==> config.mk <==
export PLATFORM = sky130hd
export DESIGN_NAME = sccb_responder_flat
export DESIGN_NICKNAME = d
export VERILOG_FILES = /design/src/rtl/sccb_pkg.sv /design/src/rtl/sccb_responder_if.sv /design/src/rtl/sccb_line_sync.sv /design/src/rtl/sccb_responder.sv /design/src/flat_wrapper.sv
export SDC_FILE = /design/constraint.sdc
export NUM_CORES = 1
export LEC_CHECK = 0
export ABC_AREA = 1
export CAP_MARGIN = 20
export CORE_MARGIN = 2
export CORE_UTILIZATION = 57
export DETAILED_ROUTE_END_ITERATION = 7
export PLACE_DENSITY = 0.85
export SYNTH_ARGS = -nofsm -noshare
export SYNTH_HDL_FRONTEND = slang
export SYNTH_SLANG_ARGS = --single-unit
==> constraint.sdc <==
create_clock -name refclk -period 3.11 [get_ports refclk]
set_input_delay 0.622 -clock refclk [delete_from_list [all_inputs] [get_ports refclk]]
set_output_delay 0.622 -clock refclk [all_outputs]
set_load 0.03 [all_outputs]
==> src/rtl/sccb_pkg.sv <==
// Shared SCCB definitions for the responder, master and clock divider.
// FSM state encoding, phase length and default camera IDs.
package sccb_pkg;

  typedef enum logic [2:0] {
    ST_IDLE   = 3'd0,
    ST_ID     = 3'd1,
    ST_SUB    = 3'd2,
    ST_WDATA  = 3'd3,
    ST_RDATA  = 3'd4,
    ST_IGNORE = 3'd5
  } sccb_state_e;

  localparam int         SCCB_BITS_PER_PHASE = 9;
  localparam logic [7:0] SCCB_OV_WR_ID       = 8'h42;
  localparam logic [7:0] SCCB_OV_RD_ID       = 8'h43;

  function automatic logic [7:0] sccb_rd_id(input logic [7:0] wr_id);
    return {wr_id[7:1], 1'b1};
  endfunction

endpackage

==> src/rtl/sccb_responder_if.sv <==
// SCCB responder bus + register-port bundle; slave = responder view, master = driver/bench view.
interface sccb_responder_if;
  logic       sioc_i;
  logic       siod_i;
  logic       siod_oe;
  logic [7:0] reg_addr;
  logic [7:0] reg_wdata;
  logic       reg_we;
  logic       reg_re;
  logic [7:0] reg_rdata;
  logic       busy;

  modport slave (
    input  sioc_i, siod_i, reg_rdata,
    output siod_oe, reg_addr, reg_wdata, reg_we, reg_re, busy
  );

  modport master (
    output sioc_i, siod_i, reg_rdata,
    input  siod_oe, reg_addr, reg_wdata, reg_we, reg_re, busy
  );
endinterface

==> src/rtl/sccb_line_sync.sv <==
// Synchronizes SIO_C/SIO_D into the refclk domain and decodes clock edges and start/stop.
// Events are valid SYNC_STAGES+1 cycles after the bus edge; start/stop mask any coincident edge.
module sccb_line_sync #(
  parameter int SYNC_STAGES = 2
) (
  input  logic clk_i,
  input  logic rstn_i,
  input  logic sioc_i,
  input  logic siod_i,
  output logic sc_rise_o,
  output logic sc_fall_o,
  output logic start_o,
  output logic stop_o,
  output logic sd_o
);

  logic [SYNC_STAGES-1:0] sc_sync_q;
  logic [SYNC_STAGES-1:0] sd_sync_q;
  logic                   sc_hist_q;
  logic                   sd_hist_q;
  logic                   sc_lvl;
  logic                   sd_lvl;
  logic                   start_c;
  logic                   stop_c;

  always_ff @(posedge clk_i) begin
    if (!rstn_i) begin
      sc_sync_q <= '1;
      sd_sync_q <= '1;
      sc_hist_q <= 1'b1;
      sd_hist_q <= 1'b1;
    end else begin
      sc_sync_q <= {sc_sync_q[SYNC_STAGES-2:0], sioc_i};
      sd_sync_q <= {sd_sync_q[SYNC_STAGES-2:0], siod_i};
      sc_hist_q <= sc_lvl;
      sd_hist_q <= sd_lvl;
    end
  end

  assign sc_lvl  = sc_sync_q[SYNC_STAGES-1];
  assign sd_lvl  = sd_sync_q[SYNC_STAGES-1];
  assign start_c = sc_lvl & sc_hist_q & sd_hist_q & ~sd_lvl;
  assign stop_c  = sc_lvl & sc_hist_q & ~sd_hist_q & sd_lvl;

  assign start_o   = start_c;
  assign stop_o    = stop_c;
  assign sc_rise_o = sc_lvl & ~sc_hist_q & ~start_c & ~stop_c;
  assign sc_fall_o = ~sc_lvl & sc_hist_q & ~start_c & ~stop_c;
  assign sd_o      = sd_lvl;

endmodule

==> src/rtl/sccb_responder.sv <==
// SCCB target: decodes 3-phase/2-phase writes and 2-phase reads into a register strobe port.
// Phase decisions happen on the 8th sc_rise; SIO_D output only moves on sc_fall or start/stop.
module sccb_responder
  import sccb_pkg::*;
#(
  parameter logic [7:0] DEVICE_ID   = SCCB_OV_WR_ID,
  parameter int         SYNC_STAGES = 2,
  parameter int         ACK_EN      = 1
) (
  input logic              refclk,
  input logic              rstn,
  sccb_responder_if.slave  bus
);

  localparam logic [7:0] WR_ID     = {DEVICE_ID[7:1], 1'b0};
  localparam logic [7:0] RD_ID     = sccb_rd_id(WR_ID);
  localparam logic [3:0] LAST_SLOT = 4'(SCCB_BITS_PER_PHASE - 1);
  localparam logic [3:0] BYTE_DONE = 4'(SCCB_BITS_PER_PHASE - 2);
  localparam logic       ACK_ON    = (ACK_EN != 0);

  logic        ev_rise, ev_fall, ev_start, ev_stop, sd;
  sccb_state_e state_q;
  logic [3:0]  bitcnt_q;
  logic [7:0]  shift_q, rdata_q, reg_addr_q, reg_wdata_q;
  logic        ack_q, oe_q, busy_q, reg_we_q, reg_re_q, re_d1_q;
  logic [7:0]  byte_c;

  sccb_line_sync #(.SYNC_STAGES(SYNC_STAGES)) u_sync (
    .clk_i     (refclk),
    .rstn_i    (rstn),
    .sioc_i    (bus.sioc_i),
    .siod_i    (bus.siod_i),
    .sc_rise_o (ev_rise),
    .sc_fall_o (ev_fall),
    .start_o   (ev_start),
    .stop_o    (ev_stop),
    .sd_o      (sd)
  );

  assign byte_c = {shift_q[6:0], sd};

  always_ff @(posedge refclk) begin
    if (!rstn) begin
      state_q     <= ST_IDLE;
      bitcnt_q    <= '0;
      shift_q     <= '0;
      rdata_q     <= '0;
      reg_addr_q  <= '0;
      reg_wdata_q <= '0;
      ack_q       <= 1'b0;
      oe_q        <= 1'b0;
      busy_q      <= 1'b0;
      reg_we_q    <= 1'b0;
      reg_re_q    <= 1'b0;
      re_d1_q     <= 1'b0;
    end else begin
      reg_we_q <= 1'b0;
      reg_re_q <= 1'b0;
      re_d1_q  <= reg_re_q;
      // Register file returns read data two cycles after the request.
      if (re_d1_q) rdata_q <= bus.reg_rdata;

      if (ev_stop) begin
        state_q  <= ST_IDLE;
        busy_q   <= 1'b0;
        oe_q     <= 1'b0;
        bitcnt_q <= '0;
        ack_q    <= 1'b0;
      end else if (ev_start) begin
        state_q  <= ST_ID;
        busy_q   <= 1'b1;
        oe_q     <= 1'b0;
        bitcnt_q <= '0;
        ack_q    <= 1'b0;
      end else if (state_q != ST_IDLE) begin
        if (ev_rise) begin
          if (bitcnt_q == LAST_SLOT) begin
            bitcnt_q <= '0;
            ack_q    <= 1'b0;
          end else begin
            shift_q  <= byte_c;
            bitcnt_q <= bitcnt_q + 4'd1;
            if (bitcnt_q == BYTE_DONE) begin
              // Next state is taken now; the following slot is this phase's ACK/NA.
              ack_q <= 1'b0;
              case (state_q)
                ST_ID: begin
                  if (byte_c == WR_ID) begin
                    state_q <= ST_SUB;
                    ack_q   <= ACK_ON;
                  end else if (byte_c == RD_ID) begin
                    state_q  <= ST_RDATA;
                    reg_re_q <= 1'b1;
                    ack_q    <= ACK_ON;
                  end else begin
                    state_q <= ST_IGNORE;
                  end
                end
                ST_SUB: begin
                  reg_addr_q <= byte_c;
                  state_q    <= ST_WDATA;
                  ack_q      <= ACK_ON;
                end
                ST_WDATA: begin
                  reg_wdata_q <= byte_c;
                  reg_we_q    <= 1'b1;
                  state_q     <= ST_IGNORE;
                  ack_q       <= ACK_ON;
                end
                ST_RDATA: state_q <= ST_IGNORE;
                default:  state_q <= state_q;
              endcase
            end
          end
        end else if (ev_fall) begin
          if (bitcnt_q == LAST_SLOT) begin
            oe_q <= ack_q;
          end else if (state_q == ST_RDATA) begin
            oe_q <= ~rdata_q[3'd7 - bitcnt_q[2:0]];
          end else begin
            oe_q <= 1'b0;
          end
        end
      end
    end
  end

  assign bus.siod_oe   = oe_q;
  assign bus.reg_addr  = reg_addr_q;
  assign bus.reg_wdata = reg_wdata_q;
  assign bus.reg_we    = reg_we_q;
  assign bus.reg_re    = reg_re_q;
  assign bus.busy      = busy_q;

endmodule

==> src/flat_wrapper.sv <==
// flat-port wrapper written by rule: the top's interface ports become plain ports
module sccb_responder_flat import sccb_pkg::*;
#(
  parameter logic [7:0] DEVICE_ID   = SCCB_OV_WR_ID,
  parameter int         SYNC_STAGES = 2,
  parameter int         ACK_EN      = 1
)
  (refclk, rstn, bus_sioc_i, bus_siod_i, bus_reg_rdata, bus_siod_oe, bus_reg_addr, bus_reg_wdata, bus_reg_we, bus_reg_re, bus_busy);
  sccb_responder_if bus_i ();
  input logic refclk;
  input logic rstn;
  input wire logic [$bits(bus_i.sioc_i)-1:0] bus_sioc_i;
  input wire logic [$bits(bus_i.siod_i)-1:0] bus_siod_i;
  input wire logic [$bits(bus_i.reg_rdata)-1:0] bus_reg_rdata;
  output wire logic [$bits(bus_i.siod_oe)-1:0] bus_siod_oe;
  output wire logic [$bits(bus_i.reg_addr)-1:0] bus_reg_addr;
  output wire logic [$bits(bus_i.reg_wdata)-1:0] bus_reg_wdata;
  output wire logic [$bits(bus_i.reg_we)-1:0] bus_reg_we;
  output wire logic [$bits(bus_i.reg_re)-1:0] bus_reg_re;
  output wire logic [$bits(bus_i.busy)-1:0] bus_busy;
  assign bus_i.sioc_i = bus_sioc_i;
  assign bus_i.siod_i = bus_siod_i;
  assign bus_i.reg_rdata = bus_reg_rdata;
  assign bus_siod_oe = bus_i.siod_oe;
  assign bus_reg_addr = bus_i.reg_addr;
  assign bus_reg_wdata = bus_i.reg_wdata;
  assign bus_reg_we = bus_i.reg_we;
  assign bus_reg_re = bus_i.reg_re;
  assign bus_busy = bus_i.busy;
  sccb_responder #(.DEVICE_ID(DEVICE_ID), .SYNC_STAGES(SYNC_STAGES), .ACK_EN(ACK_EN)) u_core (.refclk(refclk), .rstn(rstn), .bus(bus_i));
endmodule
==> results_tabular.tex <==
\begin{tabular}{lr}
\hline
Metric & Value \\
\hline
\multicolumn{2}{l}{\textbf{Outcome}} \\
Result of the run & completed \\
\multicolumn{2}{l}{\textbf{Clocking}} \\
Clock latency reported for the late side of the worst-skew pair & 0.30 ns \\
Maximum root-to-sink buffer count & 2 \\
Post-CTS Hold Buffers & 0 \\
CTS H-Tree Depth & 2 \\
Clock net sink count & 50 \\
CTS Root Cell & clkbuf\_8 \\
Gates resized, CTS repair & 0 \\
Clock tree from TritonCTS & yes \\
Number of setup buffers added after CTS & 0 \\
Clock buffer count from CTS & 5 \\
Clock slew at the register clock pins of the worst setup and hold paths & 0.09 ns \\
\multicolumn{2}{l}{\textbf{Finish}} \\
FF/Latch Area & 1000 sq um \\
Non-filler cells in the finished layout & 367 \\
Number of diodes added for antenna fixing & 0 \\
End-of-flow core utilization & 0.708 \\
Layout cells sized above 1 & 0.0815 \\
Filler cell count & 315 \\
Post-layout instance area & 2550 sq um \\
Multi-input combinational cell area & 952 sq um \\
Number of nets in the final layout & 332 \\
Area growth syn-to-layout & 21.2\% \\
\multicolumn{2}{l}{\textbf{Die}} \\
Die W & 64.8 um \\
Effective utilization at floorplan & 0.584 \\
Die Span Y & 64.8 um \\
Die area & 4200 sq um \\
Area of the core & 3610 sq um \\
I/O pin cnt & 32 \\
Std-Cell Rows & 22 \\
\multicolumn{2}{l}{\textbf{Yosys}} \\
Top flip-flop cell by instance count after synthesis & dfxtp\_1 \\
Seq/Total Area, Yosys & 0.475 \\
Commonest cells in the netlist & 66 x nor2\_1, 50 x dfxtp\_1, 37 x nand2\_1, 37 x o21ai\_0, 27 x inv\_1 \\
Post-synth top area cell & dfxtp\_1 \\
Unique masters post-synth & 26 \\
Combinational family with the most area after synthesis & simple AND/OR/NAND/NOR gates \\
Cell count after synthesis & 283 \\
Total number of yosys warnings & 0 \\
Top-count cell post-synth & nor2\_1 \\
Synth Area in Simple Gates & 0.308 \\
Complex-gate fraction of the synthesized area & 0.133 \\
Proportion of synthesized area in mux cells & 0 \\
Adder-cell area share of the yosys netlist & 0.0119 \\
Cell area after synthesis & 2110 sq um \\
Post-synthesis net count & 297 \\
Number of storage elements in the synthesis netlist & 50 \\
Post-synth EDFFs & 0 \\
Ranking of synthesized cells by area & dfxtp\_1 48\%, nor2\_1 12\%, o21ai\_0 8.8\%, nand2\_1 6.6\%, inv\_1 4.8\% \\
Xor-xnor portion of the synthesized cell area & 0 \\
Proportion of register bits with asynchronous set or reset after synthesis & 0 \\
Share of the synthesized area in the top cell type & 0.475 \\
Post-Synthesis Mean Instance Area & 7.44 sq um \\
\multicolumn{2}{l}{\textbf{Timing}} \\
Total setup violations reported at the end of the flow & 0 \\
Transition time of the tightest slew-check pin & 0.453 ns \\
Count of pins over their slew limit & 0 \\
Final Cycle Share & 0.631 \\
Clk\_skew & 0.00757 ns \\
Tmin final & 1.96 ns \\
Fin Hold WS & 0.417 ns \\
Max frequency & 0.509 GHz \\
Endpoints failing hold & 0 \\
Unrepaired setup endpoints after global routing & no \\
Worst slew slack as a fraction of its limit & 0.696 \\
Final total negative setup slack & 0 ns \\
\multicolumn{2}{l}{\textbf{Setup path}} \\
Category of the worst setup path launch point & flop \\
CP Capture Type & output port \\
Reg2Reg Depth & 6 \\
Cell family contributing the most delay on the critical path & buffers and inverters \\
Highest-delay cell along the critical path & clkdlybuf4s50\_1 \\
Worst r2r dst & u\_core.shift\_q[3] \\
Data required time of the critical path & 2.49 ns \\
Kind of critical path & reg2out \\
Number of buffer and inverter instances along the worst setup path & 1 \\
Critical-path maximum fanout & 2 \\
Highest cell delay on the worst timing path & 0.68 ns \\
Minimum setup slack among reg-to-reg paths & 1.32 ns \\
Crit path DAT & 1.34 ns \\
Cells traversed along the worst timing path & clkdlybuf4s50\_1 \\
Worst reg2reg path startpoint & u\_core.bitcnt\_q[0] \\
\multicolumn{2}{l}{\textbf{Route}} \\
Average wire length per cell after detail routing & 11.8 um \\
Vias after detailed routing & 1849 \\
Number of violations reported at the end of detailed-routing iteration 0 & 165 \\
Final Routed Wirelength & 4340 um \\
Vias per Instance & 5.04 \\
Router iterations before antenna repair & 4 \\
DR DRC count & 0 \\
Count of nets left with antenna violations after detail routing & 0 \\
\multicolumn{2}{l}{\textbf{Global route}} \\
Total global-route track usage & 0.235 \\
Maximum number of pins on one net before global-route repair & 35 \\
Via count of the first global-routing pass & 1757 \\
Total global routing overflow & 0 \\
First-pass GRT wire length & 7610 um \\
Number of antenna violations at the first check in global routing & 0 \\
\multicolumn{2}{l}{\textbf{Job}} \\
Reported max-cap violation count & 0 \\
\multicolumn{2}{l}{\textbf{Worst hold path}} \\
Hold worst-path end & u\_core.u\_sync.sc\_sync\_q[1] \\
Count of cells along the worst hold path & 1 \\
Worst min-delay path category & reg2reg \\
Worst Min Path Start & u\_core.u\_sync.sc\_sync\_q[0] \\
\multicolumn{2}{l}{\textbf{Power}} \\
Power density cells & 420 nW/um\^{}2 \\
Worst IR Drop VDD & 210 uV \\
Standby leakage power & 1.13 nW \\
\multicolumn{2}{l}{\textbf{Place}} \\
Routability congestion estimate & 0.927 \\
Number of I/O port buffers & 31 \\
HPWL after detailed placement & 3170 um \\
Placed Cells & 359 \\
Standard cell area after detailed placement & 2460 sq um \\
\hline
\end{tabular}
-- state kept, by name, indices dropped and copies added (netlist names) --
signal	count
u_core.u_sync.sc_sync_q	2
u_core.bus.reg_we	1
u_core.bus.reg_addr	8
u_core.rdata_q	8
u_core.bitcnt_q	4
u_core.bus.busy	1
u_core.ack_q	1
u_core.bus.reg_re	1
u_core.u_sync.sd_sync_q	2
u_core.bus.reg_wdata	8
u_core.re_d1_q	1
u_core.u_sync.sc_hist_q	1
u_core.u_sync.sd_hist_q	1
u_core.shift_q	7
u_core.bus.siod_oe	1
u_core.state_q	3
-- kinds of logic after synthesis --
family,after synthesis
flops,50
buf+inv,37
simple gates,140
compound gates,54
fa+ha+maj,2
-- metal layers --
| layer | up-vias | wire, um | share of wire | GRT usage |
|---|---|---|---|---|
| li1 | 975 | - | - | - |
| met1 | 829 | 1980 | 0.46 | 0.289 |
| met2 | 38 | 2110 | 0.49 | 0.398 |
| met3 | 7 | 183 | 0.042 | 0.0573 |
| met4 | 0 | 68 | 0.016 | 0.0824 |
| met5 | - | 0 | 0 | 0 |
-- placed cells by master (no fill, tap or decap) --
cell,synthesis,final
ha_1,2,2
nand2_1,37,37
inv_2,2,2
nor2_8,1,1
clkdlybuf4s50_1,0,31
clkbuf_8,0,6
or2_2,4,4
nand4_1,1,1
nand2_2,2,2
a21oi_1,14,14
nor3_1,5,5
nor3b_1,2,2
nand4_4,1,1
clkinv_4,1,1
clkinv_1,2,2
buf_4,0,1
nor2_4,3,3
a211oi_1,1,1
nor2_1,66,66
nand2_4,2,2
a21oi_2,1,1
clkinv_2,1,2
o211ai_1,1,1
dfxtp_1,50,50
nand3_1,16,16
clkbuf_1,3,1
o21ai_0,37,37
inv_1,27,27
-- cell type report --
class / instances / share of cell area
clock buffer: 7 / 0.0338
tap: 48 / 0.0235
timing repair buffer: 32 / 0.125
clock inverter: 1 / 0.00196
multi-input combinational: 196 / 0.373
inverter: 33 / 0.0510
sequential: 50 / 0.392
-- through the flow --
stage | setup WS (ns) | power (mW)
after floorplan | 1.63 | 0.684
after global placement | 1.04 | 0.705
after detailed placement | 0.973 | 0.706
after CTS | 1.11 | 1.08
after global routing | 1.06 | 1.11
final | 1.15 | 1.07
-- power by group --
part           leakage [nW]  switching (mW)  total (mW)  internal (mW)
combinational         0.682          0.0227      0.0446         0.0220
clock                0.0482           0.201       0.381          0.180
sequential            0.404         0.00284       0.646          0.643
-- how the worst max path moves through the flow --
stage / startpoint / end / slack (ns) / cells after the start
6_report: u_core.bus.busy / bus_busy / 1.15 / 1
5_1_grt: rstn / u_core.bitcnt_q[3] / 1.06 / 6
4_1_cts: u_core.bus.busy / bus_busy / 1.11 / 1
3_5_place_dp: rstn / u_core.bitcnt_q[3] / 0.97 / 6
3_3_place_gp: rstn / u_core.bitcnt_q[2] / 1.04 / 6
2_1_floorplan: u_core.bitcnt_q[0] / u_core.shift_q[2] / 1.63 / 7
(Power assumes the default switching activity.)
